==> src/rtl/kianv_qspi_pkg.sv <==
// Shared definitions for the QSPI pad arbiter: FSM states, owner encoding and
// the width of the inter-ownership gap counter.
package kianv_qspi_pkg;

  typedef enum logic [1:0] {
    ST_IDLE = 2'd0,
    ST_OWN0 = 2'd1,
    ST_OWN1 = 2'd2,
    ST_GAP  = 2'd3
  } arb_state_e;

  localparam logic OWNER_RAM = 1'b0;
  localparam logic OWNER_NOR = 1'b1;

  localparam int unsigned GAP_CNT_W = 4;

endpackage

==> src/rtl/qspi_bus_arbiter.sv <==
// Two-master arbiter for shared QSPI pads (PSRAM / NOR): round-robin on ties,
// no preemption, programmable idle gap between ownerships, sticky error flag.
module qspi_bus_arbiter
  import kianv_qspi_pkg::*;
#(
  parameter int unsigned GAP_CYCLES = 2
) (
  input  logic       clk,
  input  logic       resetn,
  input  logic       req0,
  output logic       gnt0,
  input  logic       req1,
  output logic       gnt1,
  input  logic       m0_ce_n,
  input  logic       m0_sclk,
  input  logic [3:0] m0_sio_o,
  input  logic [3:0] m0_sio_oe,
  input  logic       m1_ce_n,
  input  logic       m1_sclk,
  input  logic [3:0] m1_sio_o,
  input  logic [3:0] m1_sio_oe,
  output logic       ce0,
  output logic       sclk_ram,
  output logic       ce1,
  output logic       sclk_nor,
  output logic [3:0] sio_o,
  output logic [3:0] sio_oe,
  output logic       busy,
  output logic       err
);

  localparam logic [GAP_CNT_W-1:0] GAP_INIT = GAP_CNT_W'(GAP_CYCLES);
  localparam logic [GAP_CNT_W-1:0] GAP_LAST = GAP_CNT_W'(1);

  arb_state_e           state_q, state_d;
  logic                 last_owner_q, last_owner_d;
  logic [GAP_CNT_W-1:0] cnt_q, cnt_d;
  logic                 gnt0_q, gnt0_d;
  logic                 gnt1_q, gnt1_d;
  logic                 err_q, err_d;
  logic                 viol0, viol1;

  always_ff @(posedge clk or negedge resetn) begin
    if (!resetn) begin
      state_q      <= ST_IDLE;
      last_owner_q <= OWNER_NOR;
      cnt_q        <= '0;
      gnt0_q       <= 1'b0;
      gnt1_q       <= 1'b0;
      err_q        <= 1'b0;
    end else begin
      state_q      <= state_d;
      last_owner_q <= last_owner_d;
      cnt_q        <= cnt_d;
      gnt0_q       <= gnt0_d;
      gnt1_q       <= gnt1_d;
      err_q        <= err_d;
    end
  end

  always_comb begin
    state_d      = state_q;
    last_owner_d = last_owner_q;
    cnt_d        = cnt_q;
    unique case (state_q)
      ST_IDLE: begin
        if (req0 && (!req1 || last_owner_q == OWNER_NOR)) begin
          state_d      = ST_OWN0;
          last_owner_d = OWNER_RAM;
        end else if (req1) begin
          state_d      = ST_OWN1;
          last_owner_d = OWNER_NOR;
        end
      end
      ST_OWN0, ST_OWN1: begin
        // Release is evaluated only on the owner's own request; the other
        // master's request waits for IDLE even if it rose this very cycle.
        if ((state_q == ST_OWN0 && !req0) || (state_q == ST_OWN1 && !req1)) begin
          if (GAP_CYCLES == 0) begin
            state_d = ST_IDLE;
          end else begin
            state_d = ST_GAP;
            cnt_d   = GAP_INIT;
          end
        end
      end
      ST_GAP: begin
        cnt_d = cnt_q - 1'b1;
        if (cnt_q == GAP_LAST) state_d = ST_IDLE;
      end
      default: state_d = ST_IDLE;
    endcase
  end

  // Grants are flops loaded from the next state so they never glitch.
  assign gnt0_d = (state_d == ST_OWN0);
  assign gnt1_d = (state_d == ST_OWN1);

  assign viol0 = !gnt0_q && !req0 && (!m0_ce_n || (|m0_sio_oe));
  assign viol1 = !gnt1_q && !req1 && (!m1_ce_n || (|m1_sio_oe));
  assign err_d = err_q | viol0 | viol1;

  always_comb begin
    ce0      = 1'b1;
    sclk_ram = 1'b0;
    ce1      = 1'b1;
    sclk_nor = 1'b0;
    sio_o    = '0;
    sio_oe   = '0;
    unique case (state_q)
      ST_OWN0: begin
        ce0      = m0_ce_n;
        sclk_ram = m0_sclk;
        sio_o    = m0_sio_o;
        sio_oe   = m0_sio_oe;
      end
      ST_OWN1: begin
        ce1      = m1_ce_n;
        sclk_nor = m1_sclk;
        sio_o    = m1_sio_o;
        sio_oe   = m1_sio_oe;
      end
      default: ;
    endcase
  end

  assign gnt0 = gnt0_q;
  assign gnt1 = gnt1_q;
  assign busy = (state_q != ST_IDLE);
  assign err  = err_q;

endmodule

==> config.mk <==
export PLATFORM = sky130hd
export DESIGN_NAME = qspi_bus_arbiter
export DESIGN_NICKNAME = d
export VERILOG_FILES = /design/src/rtl/kianv_qspi_pkg.sv /design/src/rtl/qspi_bus_arbiter.sv
export SDC_FILE = /design/constraint.sdc
export NUM_CORES = 1
export LEC_CHECK = 0
export CAP_MARGIN = 10
export CELL_PAD_IN_SITES_DETAIL_PLACEMENT = 1
export CELL_PAD_IN_SITES_GLOBAL_PLACEMENT = 1
export CORE_ASPECT_RATIO = 1.75
export CORE_MARGIN = 1
export CORE_UTILIZATION = 31
export DETAILED_ROUTE_END_ITERATION = 8
export PLACE_DENSITY = 0.81
export SLEW_MARGIN = 5
export SYNTH_ARGS = -nofsm -noshare
export SYNTH_HDL_FRONTEND = slang
export SYNTH_SLANG_ARGS = --single-unit
==> constraint.sdc <==
create_clock -name clk -period 5.3 [get_ports clk]
set_input_delay 0.795 -clock clk [delete_from_list [all_inputs] [get_ports clk]]
set_output_delay 0.795 -clock clk [all_outputs]
set_load 0.1 [all_outputs]
==> run metrics, run 1 <==
status=complete, no violations; multi-input logic area=532 µm²; main area contributors after synthesis=dfrtp_1, ha_1, a22oi_1; Die Span X=41.7 µm; worst r2r path cells=6; Clock transition at path regs=0.05 ns; Cell Chain, Critical Path=inv_1 -> ha_1 -> clkinv_1 -> nor2_1 -> clkdlybuf4s50_1; period utilization=0.730; Reg area=251 µm²; Synth top area share=0.264; worst reg2reg startpoint=state_q[0]$_DFF_PN0_; RD Place Congestion=0.835; Crit path depth=5; RSZ-0062 raised after global routing=no; Cell variety after synth=38; Final Skew=0.00138 ns; final instance area=1290 µm²; Setup-failing EPs final=0; CTS tree=done; die area=2980 µm²; Worst slew margin=0.337; internal reg-to-reg setup slack=3.25 ns; max layer used=met4; Synth-to-Final Area Change=51.5%; peak supply drop=0.308 mV; CTS sink cnt=10; M1 wire length=984 µm; WP data required=4.51 ns; crit-path max FO=11; Initial Utilization=0.335; Least-Margin Pin Slew=0.991 ns; min Tclk post-route=3.87 ns; most common library cells after synthesis=dfrtp_1, nor2_1, a22oi_1, inv_1; WL per Instance=16.5 µm; proportion of layout cells with a drive suffix above 1=0.0870; WP data arrival=3.07 ns; HPWL Detailed=2230 µm; PD cells=701 nW/µm²; GRT Residual Overflow=0; Critical Path End Type=primary output; Chip Height=71.5 µm; Hold Buf Count CTS=0; post-DR vias/cell=5.68; slowest CP cell=clkdlybuf4s50_1; area leader, netlist=dfrtp_1; mapped cell area=855 µm²; Iteration-0 DRC Markers=6; final wirelength=2710 µm; crit-path leading delay family=buffers and inverters; Ports=40; met3 wire length=163 µm; min-delay worst type=reg2reg; Pins Over Slew Limit=0; Setup Buffers After CTS=0; core area=2550 µm²; first-pass GRT wire length=4670 µm; Syn Inst Count=102; FILL cells=304; synthesized flop and latch total=10; via count=931; CP bufs+invs=3; CTS Root Cell=clkbuf_8; setup tns final=0 ns; Mapped Nets=132; Setup crit end=sio_o[1]; Max clock buf depth=2; max cap viols=0; Worst-Skew Late Latency=0.24 ns; Fmax=259 MHz; Total Routing Usage GR=0.204; Setup Crit Path Kind=reg2out; asr flop ratio synth=1.00; met2 routed WL=1490 µm; cts bufs inserted=3; Crit Reg-Reg Endpoint=gnt1$_DFF_PN0_; Seq/Total Area, Yosys=0.294; post-cts sizing count=0; CP max stage delay=1.14 ns; Max H-tree Level=1; vias in the first global route=965; initial antenna violation count=0; number of diodes=0; antenna-violating nets left=0; Final nets=169; EDFF count, synth=0; DR pass1 iterations=4; crit path from=state_q[0]$_DFF_PN0_; Worst Setup Start Kind=register; Lkg Pwr=0.504 nW; row cnt=24; Post-Syn Area per Cell=8.38 µm²; Synth warnings=0; count of port buffers added during placement=39; largest net degree at the start of global routing=14; Placed Instance Area=1240 µm²; final hold vios=0; DRC errors left=0; Primary FF master, synth=dfrtp_1
==> flip-flops by register name, summed over array words and instances (netlist names) <==
register	cells
cnt_q	4
err	1
state_q	2
gnt1	1
last_owner_q	1
gnt0	1
==> per-stage QoR <==
stage | cells | setup slack, ns | total power [mW] | util | hold WS (ns)
finish | 164 | 1.43 | 0.908 | 0.507 | 0.482
CTS | 164 | 1.39 | 0.921 | 0.507 | 0.479
global route | 164 | 1.20 | 0.965 | 0.507 | 0.497
global placement | 160 | 1.79 | 0.798 | 0.486 | 0.461
floorplan | 102 | 2.04 | 0.668 | - | 0.499
detailed placement | 160 | 1.65 | 0.819 | 0.486 | 0.464
==> per-layer routing <==
| layer | up-vias | global-route usage |
|---|---|---|
| met5 | - | 0 |
| met4 | 0 | 0.118 |
| met3 | 7 | 0.0277 |
| met2 | 45 | 0.373 |
| met1 | 436 | 0.217 |
| li1 | 443 | - |
==> worst min-delay path by stage <==
stage,from,slack [ns],endpoint,cells after the start
detailed placement,err$_DFF_PN0_,0.46,err$_DFF_PN0_,1
finish,err$_DFF_PN0_,0.48,err$_DFF_PN0_,1
floorplan,resetn,0.50,cnt_q[0]$_DFFE_PN0P_,0
global route,err$_DFF_PN0_,0.50,err$_DFF_PN0_,1
CTS,err$_DFF_PN0_,0.48,err$_DFF_PN0_,1
global placement,err$_DFF_PN0_,0.46,err$_DFF_PN0_,1
==> cell usage in the layout (no fill, tap or decap), types with 2 or more instances in the layout <==
cell,instances
a21oi_1,6
nor3_1,2
o221ai_1,2
nor4_1,2
nand3_1,3
clkbuf_8,4
a211oi_1,2
inv_1,8
nor2_1,9
and2_1,2
nand2_1,6
a22oi_1,8
o21ai_0,6
dfrtp_1,9
ha_1,6
nand2b_1,4
clkdlybuf4s50_1,39
==> report_power, final <==
part	total (mW)	switching, mW	internal [mW]
clock network	0.0973	0.0318	0.0654
registers	0.135	0.0293	0.105
logic	0.676	0.488	0.188
total	0.908	0.549	0.359
==> logic make-up after synthesis <==
| group | after synthesis | share of synthesized area |
|---|---|---|
| AO/OA/AOI/OAI | 35 | 0.302 |
| AND/OR/NAND/NOR | 33 | 0.209 |
| buffers and inverters | 16 | 0.0834 |
| flip-flops | 10 | 0.294 |
| adder cells (fa/ha/maj) | 6 | 0.0878 |
| XOR/XNOR | 1 | 0.0103 |
| multiplexers | 1 | 0.0132 |
==> final cells by class <==
cell class / count / area share
well taps: 26 / 0.0251
flip-flops and latches: 10 / 0.194
clock buffers: 4 / 0.0425
multi-input cells: 76 / 0.411
repair buffers: 39 / 0.301
inverters: 9 / 0.0261
(Power assumes the default switching activity.)
==> inputs of run 2 (changes only) <==
--- a/config.mk
+++ b/config.mk
@@ -10,9 +10,9 @@
 export CELL_PAD_IN_SITES_GLOBAL_PLACEMENT = 1
 export CORE_ASPECT_RATIO = 1.75
 export CORE_MARGIN = 1
-export CORE_UTILIZATION = 31
+export CORE_UTILIZATION = 26
 export DETAILED_ROUTE_END_ITERATION = 8
-export PLACE_DENSITY = 0.81
+export PLACE_DENSITY = 0.72
 export SLEW_MARGIN = 5
 export SYNTH_ARGS = -nofsm -noshare
 export SYNTH_HDL_FRONTEND = slang
==> constraint.sdc (replaced) <==
create_clock -name clk -period 3.4 [get_ports clk]
set_input_delay 0.51 -clock clk [delete_from_list [all_inputs] [get_ports clk]]
set_output_delay 0.51 -clock clk [all_outputs]
set_load 0.1 [all_outputs]
==> run 2 against run 1 <==
Sequential share of layout area is 0.32 points higher; clock power is 38% higher; critical path type unchanged; combinational power is 54% higher; final cell count is 10% higher; total power is 53% higher; sequential power is 55% higher; largest cell class unchanged; largest power group unchanged.
==> run metrics, run 2 (same netlist as run 1, synthesis figures left out) <==
status=complete, no violations; Synth-to-Final Area Change=49.0%; Top reg by flops=cnt_q; setup tns final=0 ns; crit-path leading delay family=buffers and inverters; DRC errors left=0; worst r2r path cells=6; Critical Path End Type=primary output; die area=3530 µm²; via count=932; CTS tree=done; Iteration-0 DRC Markers=11; core area=3140 µm²; worst reg2reg startpoint=state_q[0]$_DFF_PN0_; final hold vios=0; RD Place Congestion=0.814; FILL cells=388; Clock transition at path regs=0.05 ns; Lkg Pwr=0.518 nW; HPWL Detailed=2340 µm; WP data required=2.89 ns; vias in the first global route=980; Initial Utilization=0.272; Worst Setup Start Kind=register; number of diodes=0; peak supply drop=0.381 mV; count of port buffers added during placement=39; WL per Instance=15.7 µm; Die Span X=45.3 µm; RSZ-0062 raised after global routing=no; Hold Buf Count CTS=0; Final Skew=0.0121 ns; slowest CP cell=ha_1; final instance area=1270 µm²; CP bufs+invs=3; Hold Path Sink=err$_DFF_PN0_; hold path start=err$_DFF_PN0_; crit-path max FO=11; Max H-tree Level=1; period utilization=0.809; proportion of layout cells with a drive suffix above 1=0.174; Total Routing Usage GR=0.177; Worst slew margin=0.339; min Tclk post-route=2.75 ns; final wirelength=2840 µm; CTS sink cnt=10; Setup Crit Path Kind=reg2out; Cell Chain, Critical Path=inv_1 -> ha_1 -> clkinv_1 -> nor2_1 -> buf_4; GRT Residual Overflow=0; Largest regs=cnt_q (4), state_q (2); largest net degree at the start of global routing=14; Pins Over Slew Limit=0; first-pass GRT wire length=4580 µm; Worst-Skew Late Latency=0.24 ns; Setup-failing EPs final=0; Setup Buffers After CTS=0; Hold Path Cell Cnt=1; CTS Root Cell=clkbuf_8; min-delay worst type=reg2reg; WP data arrival=2.24 ns; Placed Instance Area=1230 µm²; cts bufs inserted=3; initial antenna violation count=0; Ports=40; Max clock buf depth=2; Chip Height=77.8 µm; most common cell after layout, fill and taps aside=clkdlybuf4s50_1; Least-Margin Pin Slew=0.988 ns; max FFs per register=4; Crit Reg-Reg Endpoint=gnt1$_DFF_PN0_; row cnt=27; post-DR vias/cell=5.15; post-cts sizing count=0; max cap viols=0; Fmax=364 MHz; antenna-violating nets left=0; internal reg-to-reg setup slack=1.30 ns; DR pass1 iterations=4; CP max stage delay=0.54 ns; most frequent cells in the layout=clkdlybuf4s50_1, buf_4, nor2_1, dfrtp_1; Final nets=169; PD cells=1090 nW/µm²
-- run 2: cell types whose count changed in the layout (fill, tap and decap cells not counted) --
| cell | previous run | this run |
|---|---|---|
| clkdlybuf4s50_1 | 39 | 26 |
| buf_4 | 0 | 13 |
| clkbuf_8 | 4 | 3 |
| clkbuf_1 | 0 | 1 |
-- run 2: worst max-delay path by stage --
stage                    startpoint         to  cells after the start
2_1_floorplan  state_q[0]$_DFF_PN0_   sio_o[0]                      5
3_3_place_gp   state_q[0]$_DFF_PN0_  sio_oe[1]                      5
3_5_place_dp   state_q[0]$_DFF_PN0_   sio_o[3]                      5
4_1_cts        state_q[0]$_DFF_PN0_   sio_o[3]                      5
5_1_grt        state_q[0]$_DFF_PN0_   sio_o[3]                      5
6_report       state_q[0]$_DFF_PN0_   sio_o[3]                      5
-- run 2: power breakdown --
| part | total, mW | internal [mW] | leakage (nW) | switching, mW |
|---|---|---|---|---|
| logic | 1.04 | 0.276 | 0.374 | 0.767 |
| clock network | 0.134 | 0.0823 | 0.0228 | 0.0515 |
| registers | 0.209 | 0.164 | 0.120 | 0.0455 |
| total | 1.39 | 0.522 | 0.518 | 0.864 |
-- run 2: per-layer routing --
layer  track usage  share of wire  wire [µm]
met3        0.0256          0.057        163
met2         0.358           0.58       1650
met5             0              0          0
met4        0.0545         0.0063         18
met1         0.163           0.35       1010
-- run 2: through the flow --
stage	hold slack (ns)	setup slack, ns	power (mW)	cells	utilization
after floorplan	0.214	0.423	1.04	102	-
after detailed placement	0.461	0.865	1.26	177	0.391
after CTS	0.475	0.616	1.40	181	0.405
after global placement	0.458	1.01	1.23	177	0.391
final	0.468	0.651	1.39	181	0.405
after global routing	0.488	0.472	1.47	181	0.405
-- run 2: cell type report --
class | instances | area [µm²] | share of cell area
clock buffers | 4 | 45.0 | 0.0354
inverters | 9 | 33.8 | 0.0265
multi-input cells | 76 | 532 | 0.417
flip-flops and latches | 10 | 251 | 0.197
well taps | 43 | 53.8 | 0.0422
repair buffers | 39 | 358 | 0.281
==> variant, RTL diff (config.mk and constraints of run 2) <==
The package constant `GAP_CNT_W` goes from 4 to 6.
--- a/src/rtl/kianv_qspi_pkg.sv
+++ b/src/rtl/kianv_qspi_pkg.sv
@@ -14,3 +14,3 @@
 
-  localparam int unsigned GAP_CNT_W = 4;
+  localparam int unsigned GAP_CNT_W = 6;
 
Behaviour: no difference found for any inputs over 10 cycles, from zero or initial values and one cycle with resetn low; that may be too few to reach the edited logic, so the function may still have changed.
==> variant against run 2 <==
Cell area grew 3.2%; register-to-register slack gained 170 ps; area after synthesis grew 0.73%; total power grew 1.2%; global-route usage shrank 1.7 points; sequential cell count grew 2; clock power grew 16%; setup slack gained 420 ps; first-iteration DRC count grew 82%; final cell count shrank 1.1%; routed wire length shrank 7.0%; critical path type unchanged.
==> variant: results <==
group,metric,value,unit
clocking,clock_latency,240,ps
routing,post_drt_via_cell_ratio,4.89,
routing,avgRoutedWirePerCell,14.7,microns
finish,fill_cells,386,
global_routing,grt_util_met2,32.3,%
routing,dr_wl_met3,224,microns
routing,firstDrtPassIters,3,
global_routing,grt_usage,15.9,%
timing,clock_skew,2.78,ps
run_status,status,"finished clean",
synthesis,syn-instance-count,96,
global_routing,grt_pass1_vias,944,
finish,drive_above_1_share,19.1,%
setup_path,critPathTopFamily,"flip-flops",
finish,inv_count,7,
synthesis,yosysWarnings,0,
pwr,peakVddDrop,0.439,mV
finish,clk_share,4.19,%
finish,n_antenna_cell,0,
synthesis,ys_top_cells_by_area,"dfrtp_1 (32%), ha_1 (8.7%), a22oi_1 (7.8%)",
timing,worst_slew_pin_slew,991,ps
synthesis,post_synth_num_cell_types,34,
finish,largest_reg_flops,6,
hold_path,hold_class,"register to register",
placed_design,gp_congestion,0.677,
setup_path,cpMaxStageDelayCell,"dfrtp_1",
synthesis,synthTopCellsByCount,"dfrtp_1 (11), a22oi_1 (9), nor2b_1 (8)",
finish,top_regs,"cnt_q x6, state_q x2",
pwr,p_leak,0.000560,uW
routing,wl_met2,1460,microns
pwr,p_int,578,uW
finish,seq_area,302,sq um
setup_path,slowest_delay,440,ps
finish,finalNetCount,167,
finish,stdcell_count,179,
synthesis,synth-seq-area-share,35.0,%
global_routing,grt_use_met1,13.7,%
finish,multi_input_area_share,39.6,%
die,dieArea,0.00355,sq mm
global_routing,use_met3,2.53,%
placed_design,dp_hpwl,2200,microns
routing,wl_met1,913,microns
synthesis,syn_nets,126,
finish,bufAreaShareNonClock,27.2,%
pwr,power.density,1070,mW/mm^2
finish,multi_input_gates,74,
global_routing,grt_pass1_wl,4170,microns
finish,n_sequential_cell,12,
placed_design,dp_worst_setup_slack,1310,ps
clocking,ctsResizeCount,0,
routing,drtIter0Drc,20,
clocking,cts_made_buffers,3,
variant: final timing paths:
check                           startpoint        end  slack, ps  depth (start not counted)
worst max-delay path            state_q[1]  sio_oe[3]       1070                          5
worst min-delay path                   err        err        470                          1
worst max register to register  state_q[1]       gnt0       1470                          6
worst min register to register         err        err        470                          1
max in group asynchronous           resetn        err       2400                          1
min in group asynchronous           resetn   cnt_q[5]        630                          1
variant: cells by family (layout without fill, tap and decap cells):
logic type | after synthesis | count (layout) | share of synthesized area [%]
and+or+nand+nor | 34 | 34 | 22.4
AOI/OAI and AO/OA | 33 | 33 | 28.1
DFF | 12 | 12 | 35.0
muxes | 1 | 1 | 1.31
buffers and inverters | 10 | 50 | 4.51
adders and majority gates | 6 | 6 | 8.72
variant: power groups by stage:
stage / combinational, uW / sequential (uW) / clock, uW
floorplan: 749 / 288 / 0
global placement: 1010 / 235 / 0
detailed placement: 1020 / 239 / 0
CTS: 1020 / 237 / 160
global route: 1080 / 243 / 166
finish: 1010 / 236 / 155
